[config.mk]
export PLATFORM = sky130hd
export DESIGN_NAME = serial_adder_ctrl
export DESIGN_NICKNAME = d
export VERILOG_FILES = /design/src/rtl/serial_adder_pkg.sv /design/src/rtl/serial_adder_ctrl_full_adder.sv /design/src/rtl/serial_adder_ctrl.sv
export SDC_FILE = /design/constraint.sdc
export NUM_CORES = 1
export LEC_CHECK = 0
export CAP_MARGIN = 10
export CORE_AREA = 2 2 61 63
export CTS_CLUSTER_DIAMETER = 80
export CTS_CLUSTER_SIZE = 16
export DETAILED_ROUTE_END_ITERATION = 6
export DIE_AREA = 0 0 63 65
export MAX_ROUTING_LAYER = met4
export PLACE_DENSITY_LB_ADDON = 0.25
export SYNTH_ARGS = -nofsm -noshare
export SYNTH_HDL_FRONTEND = slang
export SYNTH_SLANG_ARGS = --single-unit
[constraint.sdc]
create_clock -name clk -period 2.5 [get_ports clk]
set_input_delay 0.375 -clock clk [delete_from_list [all_inputs] [get_ports clk]]
set_output_delay 0.375 -clock clk [all_outputs]
set_load 0.02 [all_outputs]
[src/rtl/serial_adder_pkg.sv]
// ============================================================================
// serial_adder_pkg : FSM state encoding and default width for the serial adder
// Revision 1.0 : initial release
// ============================================================================
`default_nettype none

package serial_adder_pkg;

   localparam int DEFAULT_WIDTH = 8;

   typedef enum logic [1:0] {
      IDLE = 2'd0,
      RUN  = 2'd1,
      FIN  = 2'd2
   } state_t;

endpackage : serial_adder_pkg

`default_nettype wire

[src/rtl/serial_adder_ctrl_full_adder.sv]
// ============================================================================
// full_adder : 1-bit full adder cell used by the bit-serial datapath
// Revision 1.0 : initial release
// ============================================================================
`default_nettype none

module full_adder (
   input  logic Xi,
   input  logic Yi,
   input  logic Ci,
   output logic Si,
   output logic Ci1
);

   assign Si  = Xi ^ Yi ^ Ci;
   assign Ci1 = (Xi & Yi) | (Ci & (Xi ^ Yi));

endmodule : full_adder

`default_nettype wire

[src/rtl/serial_adder_ctrl.sv]
// ============================================================================
// serial_adder_ctrl : bit-serial {cout,sum} = a + b + cin, one bit per cycle
// Revision 1.0 : initial release
// ============================================================================
`default_nettype none

module serial_adder_ctrl
   import serial_adder_pkg::*;
#(
   parameter int WIDTH = DEFAULT_WIDTH
) (
   input  logic             clk,
   input  logic             rst_n,
   input  logic             start,
   input  logic [WIDTH-1:0] a,
   input  logic [WIDTH-1:0] b,
   input  logic             cin,
   output logic             busy,
   output logic             done,
   output logic [WIDTH-1:0] sum,
   output logic             cout
);

   localparam int CNT_W = $clog2(WIDTH) + 1;

   state_t             r_state;
   state_t             w_state_nxt;
   logic [WIDTH-1:0]   r_a_sr;
   logic [WIDTH-1:0]   r_b_sr;
   logic [WIDTH-1:0]   r_res_sr;
   logic               r_carry;
   logic [CNT_W-1:0]   r_cnt;
   logic [WIDTH-1:0]   r_sum;
   logic               r_cout;

   logic               w_s;
   logic               w_co;
   logic               w_last;
   logic [WIDTH-1:0]   w_res_shifted;

   full_adder u_fa (
      .Xi  (r_a_sr[0]),
      .Yi  (r_b_sr[0]),
      .Ci  (r_carry),
      .Si  (w_s),
      .Ci1 (w_co)
   );

   assign w_last        = (r_cnt == CNT_W'(WIDTH - 1));
   assign w_res_shifted = {w_s, r_res_sr[WIDTH-1:1]};

   always_comb begin
      w_state_nxt = r_state;
      busy        = 1'b0;
      done        = 1'b0;
      case (r_state)
         IDLE: begin
            if (start) w_state_nxt = RUN;
         end
         RUN: begin
            busy = 1'b1;
            if (w_last) w_state_nxt = FIN;
         end
         FIN: begin
            busy        = 1'b1;
            done        = 1'b1;
            w_state_nxt = IDLE;
         end
         default: w_state_nxt = IDLE;
      endcase
   end

   // The last RUN edge writes the result registers so they are already
   // valid during the FIN cycle in which done is asserted.
   always_ff @(posedge clk) begin
      if (!rst_n) begin
         r_state  <= IDLE;
         r_a_sr   <= '0;
         r_b_sr   <= '0;
         r_res_sr <= '0;
         r_carry  <= 1'b0;
         r_cnt    <= '0;
         r_sum    <= '0;
         r_cout   <= 1'b0;
      end else begin
         r_state <= w_state_nxt;
         case (r_state)
            IDLE: begin
               if (start) begin
                  r_a_sr   <= a;
                  r_b_sr   <= b;
                  r_carry  <= cin;
                  r_res_sr <= '0;
                  r_cnt    <= '0;
               end
            end
            RUN: begin
               r_a_sr   <= r_a_sr >> 1;
               r_b_sr   <= r_b_sr >> 1;
               r_carry  <= w_co;
               r_res_sr <= w_res_shifted;
               r_cnt    <= r_cnt + CNT_W'(1);
               if (w_last) begin
                  r_sum  <= w_res_shifted;
                  r_cout <= w_co;
               end
            end
            default: ;
         endcase
      end
   end

   assign sum  = r_sum;
   assign cout = r_cout;

endmodule : serial_adder_ctrl

`default_nettype wire

==> flow_metrics.py <==
metrics = {
    "synth": {
        "synth_edf_count": 0,
        "synth_compound_area_share_pct": 20.2,
        "synthTopCellsByArea": "dfxtp_1 (42%), a211oi_2 (10%), mux2i_1 (8.7%)",
        "ys_warn_count": 0,
        "ys_ff_latch": 39,
        "synth_cell_types": 31,
        "synth_flop_cell": "dfxtp_1",
        "syn_avg_cell_area_um2": 10.0,
        "synthAdderAreaFrac_pct": 3.81,
        "synthXorXnorAreaFrac_pct": 0,
        "synth-simple-area-share_pct": 16.7,
        "synth_top_area_share_pct": 42.5,
        "synth_top_family_by_area": "compound AO/OA/AOI/OAI gates",
        "ys_seq_area_share_pct": 42.5,
        "syn_inst": 183,
        "synth_nets": 208,
        "synthMuxAreaShare_pct": 9.53,
        "synth.cell_area_mm2": 0.00184,
        "async_flop_share_pct": 0,
        "yosys.area.top_type": "dfxtp_1",
    },
    "critical_path": {
        "cp.required_ns": 2.12,
        "crit_start": "r_state[0]$_SDFFE_PN0P_",
        "regToRegStartpoint": "r_state[1]$_SDFFE_PN0P_",
        "crit_fanout": 3,
        "critPathKind": "reg -> out",
        "setup.worst_path.end_class": "output pin",
        "critPathArrivalTime_ns": 1.66,
        "start_kind": "register",
    },
    "timing": {
        "rsz0062_at_grt": "no",
        "finalCritPeriodShare_pct": 81.4,
        "whs_ns": 0.465,
        "hold_viol": 0,
        "finalSetupTns_ns": 0,
        "min_period_ns": 2.03,
        "clock.fmax_ghz": 0.492,
        "setup_viol": 0,
        "worst_slack_ns": 0.465,
        "fin_skew_ns": 0.00894,
        "worst_slew_pin_slew_ns": 0.512,
        "relSlewSlack_pct": 65.9,
        "final_max_slew_viol_count": 0,
    },
    "placed_design": {
        "placedCellCount": 250,
        "gp_congestion": 0.775,
        "numPortBuffers": 30,
        "dp_hpwl_um": 2370,
        "place_worst_setup_slack_ns": 0.654,
    },
    "die": {
        "die_x_um": 63,
        "fp.dieH_um": 65,
        "rows": 22,
        "start_util_pct": 52.6,
        "core_area_mm2": 0.00350,
        "die_area_mm2": 0.00410,
        "io_pins": 31,
    },
    "routing": {
        "first_iter_violations": 41,
        "route.detailed.drc": 0,
        "wl_per_cell_um": 13.6,
        "drt-pass1-iter-count": 4,
        "wl_um": 3500,
        "final_antenna_net_count": 0,
        "vias": 1405,
        "vias_per_cell": 5.45,
    },
    "clock_tree": {
        "cts_buffer_depth": 2,
        "path_clk_slew_ns": 0.11,
        "cts-root-buf": "clkbuf_4",
        "cts_tree": "built",
        "cts_sinks": 39,
        "cts_resized": 0,
        "ctsHoldBuffers": 0,
        "ctsHtreeMaxLevel": 2,
        "clock_latency_ns": 0.35,
        "cts_setup_buffers": 0,
        "cts_made_buffers": 5,
    },
    "min_path": {
        "holdCritStartpoint": "r_a_sr[7]$_SDFFE_PN0P_",
        "min_path_type": "reg -> reg",
    },
    "global_route": {
        "overflow": 0,
        "antenna_found_initial": 0,
        "first_global_vias": 1407,
        "grt_pass1_wl_um": 6130,
        "track_usage_pct": 19.7,
        "grt_max_degree": 33,
    },
    "layout": {
        "drive_above_1_share_pct": 20.0,
        "final_cell_count_no_fill": 258,
        "diodes": 0,
        "synthToLayoutAreaGrowth_pct": 19.4,
        "final_nets": 234,
    },
    "power": {
        "power_density_mw_per_mm2": 616,
        "vdd_ir_drop_max_uv": 336,
        "p_leak_nw": 0.789,
    },
    "status": {
        "status": "finished clean",
    },
    "run": {
        "drv_cap": 0,
    },
}
[registers in the layout (all words and copies together), names as in the netlist]
register / flops
cout: 1
r_a_sr: 8
r_b_sr: 8
r_carry: 1
r_cnt: 4
r_res_sr: 7
r_state: 2
sum: 8
[worst max-delay path: stages (launching register included)]
cell	delay, ns
dfxtp_1	0.37
inv_1	0.08
ha_1	0.27
clkdlybuf4s50_1	0.59
[Yosys cell counts (2+ instances only)]
master and instances:
a211oi_2 15, nand3b_1 4, nor2b_1 3, buf_6 2, a21oi_1 5, dfxtp_1 39, nor2_1 12, buf_4 2
mux2i_1 16, nand2_1 14, inv_1 2, nor2_2 12, buf_2 3, o21ai_0 10, nand3_1 11, ha_1 4
buf_12 2, clkbuf_1 6, a32oi_1 9
[final timing paths]
kind / cells past startpoint / to / slack [ns]
max: 3 / busy / 0.47
min: 2 / r_a_sr[7]$_SDFFE_PN0P_ / 0.46
max reg2reg: 6 / r_a_sr[5]$_SDFFE_PN0P_ / 0.71
min reg2reg: 2 / r_a_sr[7]$_SDFFE_PN0P_ / 0.46
[metal layers]
metal | wire [µm] | share of wire [%] | GRT usage [%]
met1 | 1530 | 44 | 20.3
met2 | 1790 | 51 | 35.8
met3 | 110 | 3.1 | 4.86
met4 | 75 | 2.1 | 8.06
met5 | 0 | 0 | -
[per-stage QoR]
step / utilization [%] / instance area, µm² / power, W
after CTS: 62.8 / 2190 / 0.00137
final: 62.8 / 2190 / 0.00135
after global placement: 60.5 / 2110 / 0.000931
after global routing: 62.8 / 2190 / 0.00143
after detailed placement: 60.5 / 2110 / 0.000943
after floorplan: - / 1840 / 0.000896
[cell usage in the layout, fill, tap and decap left out, drive strengths merged]
cell           instances
a211oi                15
a21oi                  5
a31oi                  1
a32oi                  9
and3                   1
and4b                  1
buf                    5
bufinv                 1
clkbuf                 5
clkdlybuf4s50         30
clkinv                 2
dfxtp                 39
fa                     1
ha                     4
inv                    3
mux2                   1
mux2i                 16
nand2                 14
nand2b                 1
nand3                 11
nand3b                 4
nor2                  24
nor2b                  3
nor3b                  1
o211a                  1
o21ai                 11
o41ai                  1
[area by class of cell]
class	count	area [µm²]
fillers	303	1300
multi-input cells	125	923
flip-flops and latches	39	781
repair buffers	35	338
well taps	48	60.1
clock inverters	3	43.8
clock buffers	5	37.5
inverters	3	11.3
[kinds of logic (layout without fill, tap and decap cells)]
kind of cell / count (synthesis) / count (layout)
simple gates: 60 / 60
compound gates: 43 / 43
flops: 39 / 39
buf+inv: 19 / 46
mux: 17 / 17
fa+ha+maj: 5 / 5
[power breakdown]
part	total [W]	switching [W]	internal, W
registers	0.000681	0.0000242	0.000657
clock network	0.000422	0.000212	0.000210
logic	0.000248	0.000133	0.000115
No activity file was read; power rests on OpenSTA's default activity.
